## src/rtl/beat_timing_gen_if.sv

```systemverilog
// Beat/phase bus between the timing generator (slave side) and the hardwired
// controller that consumes the beats and returns short/long/stop (master side).
interface beat_timing_gen_if;
    logic qd_i;
    logic short_i;
    logic long_i;
    logic stop_i;
    logic w1_o;
    logic w2_o;
    logic w3_o;
    logic t1_o;
    logic t2_o;
    logic t3_o;
    logic running_o;
    logic cyc_end_o;

    modport slave (
        input  qd_i, short_i, long_i, stop_i,
        output w1_o, w2_o, w3_o, t1_o, t2_o, t3_o, running_o, cyc_end_o
    );

    modport master (
        output qd_i, short_i, long_i, stop_i,
        input  w1_o, w2_o, w3_o, t1_o, t2_o, t3_o, running_o, cyc_end_o
    );
endinterface

```

## src/rtl/beat_timing_gen.sv

```systemverilog
// Machine-cycle beat (W1..W3) and phase (T1..T3) generator with QD run control.
// Beat/phase outputs come straight from one-hot flops; only cyc_end is combinational.
module beat_timing_gen #(
    parameter int CLK_DIV = 1
) (
    input  logic                    clk,
    input  logic                    clr,
    beat_timing_gen_if.slave        bus
);
    typedef enum logic [0:0] {S_IDLE, S_RUN} state_t;

    localparam logic [3:0] DIV_LAST = 4'(CLK_DIV - 1);

    state_t     state_q, state_d;
    logic [2:0] w_q, w_d;
    logic [2:0] t_q, t_d;
    logic [3:0] div_q, div_d;
    logic       div_last;
    logic       beat_end;
    logic [2:0] next_w;

    assign div_last = (div_q == DIV_LAST);
    assign beat_end = (state_q == S_RUN) && t_q[2] && div_last;

    // Controller feedback is only meaningful in the beat-end clock.
    always_comb begin
        next_w = 3'b001;
        if (w_q[0]) begin
            next_w = bus.short_i ? 3'b001 : 3'b010;
        end else if (w_q[1]) begin
            next_w = bus.long_i ? 3'b100 : 3'b001;
        end
    end

    always_comb begin
        state_d = state_q;
        w_d     = w_q;
        t_d     = t_q;
        div_d   = div_q;
        unique case (state_q)
            S_IDLE: begin
                if (bus.qd_i) begin
                    state_d = S_RUN;
                    w_d     = 3'b001;
                    t_d     = 3'b001;
                    div_d   = '0;
                end
            end
            S_RUN: begin
                if (!div_last) begin
                    div_d = div_q + 4'd1;
                end else begin
                    div_d = '0;
                    if (!t_q[2]) begin
                        t_d = {t_q[1:0], 1'b0};
                    end else if (bus.stop_i) begin
                        state_d = S_IDLE;
                        w_d     = '0;
                        t_d     = '0;
                    end else begin
                        t_d = 3'b001;
                        w_d = next_w;
                    end
                end
            end
            default: begin
                state_d = S_IDLE;
                w_d     = '0;
                t_d     = '0;
                div_d   = '0;
            end
        endcase
    end

    always_ff @(posedge clk) begin
        if (clr) begin
            state_q <= S_IDLE;
            w_q     <= '0;
            t_q     <= '0;
            div_q   <= '0;
        end else begin
            state_q <= state_d;
            w_q     <= w_d;
            t_q     <= t_d;
            div_q   <= div_d;
        end
    end

    assign bus.w1_o      = w_q[0];
    assign bus.w2_o      = w_q[1];
    assign bus.w3_o      = w_q[2];
    assign bus.t1_o      = t_q[0];
    assign bus.t2_o      = t_q[1];
    assign bus.t3_o      = t_q[2];
    assign bus.running_o = (state_q == S_RUN);
    assign bus.cyc_end_o = beat_end && (bus.stop_i
                                        || (w_q[0] && bus.short_i)
                                        || (w_q[1] && !bus.long_i)
                                        || w_q[2]);
endmodule

```

## src/flat_wrapper.sv

```systemverilog
// flat-port wrapper written by rule: the top's interface ports become plain ports
module beat_timing_gen_flat 
#(
    parameter int CLK_DIV = 1
)
  (clk, clr, bus_qd_i, bus_short_i, bus_long_i, bus_stop_i, bus_w1_o, bus_w2_o, bus_w3_o, bus_t1_o, bus_t2_o, bus_t3_o, bus_running_o, bus_cyc_end_o);
  beat_timing_gen_if bus_i ();
  input  logic clk;
  input  logic clr;
  input wire logic [$bits(bus_i.qd_i)-1:0] bus_qd_i;
  input wire logic [$bits(bus_i.short_i)-1:0] bus_short_i;
  input wire logic [$bits(bus_i.long_i)-1:0] bus_long_i;
  input wire logic [$bits(bus_i.stop_i)-1:0] bus_stop_i;
  output wire logic [$bits(bus_i.w1_o)-1:0] bus_w1_o;
  output wire logic [$bits(bus_i.w2_o)-1:0] bus_w2_o;
  output wire logic [$bits(bus_i.w3_o)-1:0] bus_w3_o;
  output wire logic [$bits(bus_i.t1_o)-1:0] bus_t1_o;
  output wire logic [$bits(bus_i.t2_o)-1:0] bus_t2_o;
  output wire logic [$bits(bus_i.t3_o)-1:0] bus_t3_o;
  output wire logic [$bits(bus_i.running_o)-1:0] bus_running_o;
  output wire logic [$bits(bus_i.cyc_end_o)-1:0] bus_cyc_end_o;
  assign bus_i.qd_i = bus_qd_i;
  assign bus_i.short_i = bus_short_i;
  assign bus_i.long_i = bus_long_i;
  assign bus_i.stop_i = bus_stop_i;
  assign bus_w1_o = bus_i.w1_o;
  assign bus_w2_o = bus_i.w2_o;
  assign bus_w3_o = bus_i.w3_o;
  assign bus_t1_o = bus_i.t1_o;
  assign bus_t2_o = bus_i.t2_o;
  assign bus_t3_o = bus_i.t3_o;
  assign bus_running_o = bus_i.running_o;
  assign bus_cyc_end_o = bus_i.cyc_end_o;
  beat_timing_gen #(.CLK_DIV(CLK_DIV)) u_core (.clk(clk), .clr(clr), .bus(bus_i));
endmodule
```

## config.mk

```make
export PLATFORM = sky130hd
export DESIGN_NAME = beat_timing_gen_flat
export DESIGN_NICKNAME = d
export VERILOG_FILES = /design/src/rtl/beat_timing_gen_if.sv /design/src/rtl/beat_timing_gen.sv /design/src/flat_wrapper.sv
export SDC_FILE = /design/constraint.sdc
export NUM_CORES = 1
export LEC_CHECK = 0
export CORE_MARGIN = 2
export CORE_UTILIZATION = 40
export CTS_CLUSTER_DIAMETER = 150
export DETAILED_ROUTE_END_ITERATION = 10
export PLACE_DENSITY_LB_ADDON = 0.2
export SYNTH_ARGS = -nofsm -noshare
export SYNTH_HDL_FRONTEND = slang
export SYNTH_SLANG_ARGS = --single-unit
```

## constraint.sdc

```tcl
create_clock -name clk -period 2.2 [get_ports clk]
set_input_delay 0.66 -clock clk [delete_from_list [all_inputs] [get_ports clk]]
set_output_delay 0.66 -clock clk [all_outputs]
set_load 0.01 [all_outputs]
```

==> metrics.txt <==
endpoint class of the critical path=primary output; cell taking the most area after synthesis=dfxtp_1; Register-to-Register Path Depth=6; Vias per Instance=5.47; # rows=13; Die ar.=1810 um2; DP HPWL=1040 um; first-pass GRT wire length=2350 um; register bit count reported by yosys=11; worst-margin pin slew=around 0.38 ns; R2R Path End=u_core.w_q[1]; Setup TNS=0 ns; GR Overflow Total=0; critical path class=register to primary output; unrepaired setup endpoints after global routing=false; area fraction of the dominant cell type after synthesis=a little under two fifths; fmax=478 MHz; Peak VDD IR=0.424 mV; Avg WL per Cell=12.7 um; DRC viols=0; Cell Area, Synth=594 um2; Die Height=between 40 and 50 um; fin crit share=95.0%; Initial Util=44.0%; H-tree levels=1; MaxCap Viol Count=0; status=complete, no violations; vias in the first global route=approximately 540; WL final=1360 um; Ports=14; Synth Flop Type=dfxtp_1; Syn. warnings=0; clock root buffer=clkbuf_4; buffer depth of the longest clock path=2; final hold slack=0.503 ns; Synth cell types=33; antenna violations before repair=0; Syn Area/Cell=9.00 um2; total global-route track usage=17.0%; PortBufs=13; fin crit period=2.09 ns; Initial DRT Pass Iterations=4; Slew Viols, Final=0; register-to-register setup slack=0.87 ns; CP Max Fanout=2; initial drt markers=1; hold buffer count at CTS=0; PwrDens=470 nW/um2; number of synthesized flops with an enable pin=0; static leakage=between 0.3 and 0.4 nW; CTS Buf Count=3; # clock sinks=11; number of routed nets with antenna violations=0; clk_skew=0.00351 ns; Slew HR=74.5%; hold path depth=2; Setup-failing EPs final=0; main area contributors after synthesis=dfxtp_1, o41ai_2, inv_1; share of cells above drive strength 1=30.4%; WP data arrival=roughly 1.4 ns; cell count after synthesis=66; Mapped Nets=74; pre-CTS WS=-0.442 ns; final hold violation count=0; Seq/Total Area, Yosys=37.1%; Area growth syn-to-layout=46.5%; die width=42.5 um; Worst Hold Endpoint=u_core.w_q[2]; Final #Nets=101; worst skew pair latency=about 0.26 ns; Diodes inserted=0; CTS tree=yes; Worst Path Required=1.54 ns; pin count of the biggest net entering global routing=13; critical path launch point type=register; min-delay src=u_core.w_q[2]; Synth async-reset ratio=0%; vias=roughly 590; Hold/Removal Path Class=register to register; Final GP Congestion=0.795; CTS clock-pin slew for the worst setup and hold paths=0.07 ns; final worst setup slack=0.109 ns; core area=1350 um2; worst flop-to-flop path startpoint=u_core.div_q[0]
[through the flow]
| stage | utilization (%) | area, um2 | std cells | total power [mW] |
|---|---|---|---|---|
| after floorplan | - | 594 | 66 | 0.243 |
| after global placement | 60.0 | 810 | 102 | 0.277 |
| after detailed placement | 60.0 | 810 | 102 | 0.278 |
| after CTS | 62.8 | 848 | 106 | 0.414 |
| after global routing | 64.5 | 871 | 107 | 0.437 |
| final | 64.5 | 871 | 107 | 0.410 |
[sequential cells by signal (all words and copies together), names as in the netlist]
register              cells
u_core.w_q                3
u_core.bus.running_o      1
u_core.t_q                3
u_core.div_q              4
[placed cells by master, fill, tap and decap left out, types with 2 or more instances in the layout]
cell / n
a21oi_1: 4
buf_4: 12
clkbuf_4: 3
clkdlybuf4s50_1: 9
dfxtp_1: 9
dfxtp_2: 2
dlygate4sd2_1: 3
inv_1: 5
inv_2: 2
nand2_1: 3
nand3_1: 4
nand4_1: 2
nor2_1: 2
nor2b_1: 3
nor3b_1: 2
o21ai_0: 2
o41ai_2: 2
[critical path, cell delays in order (launching register included)]
cell      delay [ns]
dfxtp_2         0.33
inv_2           0.07
ha_4            0.12
nor4bb_4        0.23
and2_4          0.20
o31a_4          0.13
buf_6           0.09
[layer usage]
layer / vias up / GRT usage, % / share of wire (%)
met3: 2 / 6.90 / 4.6
met2: 10 / 26.5 / 48
li1: 294 / - / -
met4: 0 / 1.88 / 0.51
met5: - / 0 / 0
met1: 279 / 22.7 / 47
[where the power goes]
group,internal (mW),total [mW],switching [mW]
Clock,0.0701,0.135,0.0653
Sequential,0.204,0.209,0.00420
Combinational,0.0352,0.0655,0.0304
[repair_timing]
item                                    CTS  global route
gates resized for setup                  11             6
endpoints found under the setup margin    1             1
buffers inserted                          0             1
pin swaps                                 1             2
[synth_stat cells, types with 2 or more instances]
| master | number |
|---|---|
| ha_1 | 2 |
| nand4_1 | 2 |
| nand3_1 | 4 |
| inv_1 | 7 |
| nand2_1 | 3 |
| nor3b_1 | 2 |
| a21oi_1 | 4 |
| nor2b_1 | 3 |
| nor2_1 | 2 |
| dfxtp_1 | 11 |
| o21ai_0 | 3 |
| o41ai_2 | 2 |
[how the worst max path moves through the flow]
stage	depth (start not counted)	start	slack, ns	end
floorplan	6	u_core.div_q[0]	0.27	bus_cyc_end_o
global placement	5	bus_short_i	-0.43	bus_cyc_end_o
detailed placement	4	bus_long_i	-0.44	bus_cyc_end_o
CTS	6	u_core.div_q[0]	0.08	bus_cyc_end_o
global route	6	u_core.div_q[1]	0.03	bus_cyc_end_o
finish	6	u_core.div_q[0]	0.11	bus_cyc_end_o
[final cells by class]
cell class | instances | area [um2]
clock buffers | 4 | 26.3
fillers | 128 | 479
inverters | 7 | 26.3
multi-input cells | 45 | 359
flip-flops and latches | 11 | 223
well taps | 15 | 18.8
repair buffers | 25 | 218
[kinds of logic after synthesis]
family	count (synthesis)	share of synthesized area, %
and+or+nand+nor	27	28.6
DFF	11	37.1
buffers and inverters	10	7.16
AOI/OAI and AO/OA	16	22.9
adders and majority gates	2	4.21
No activity file was read; power rests on OpenSTA's default activity.
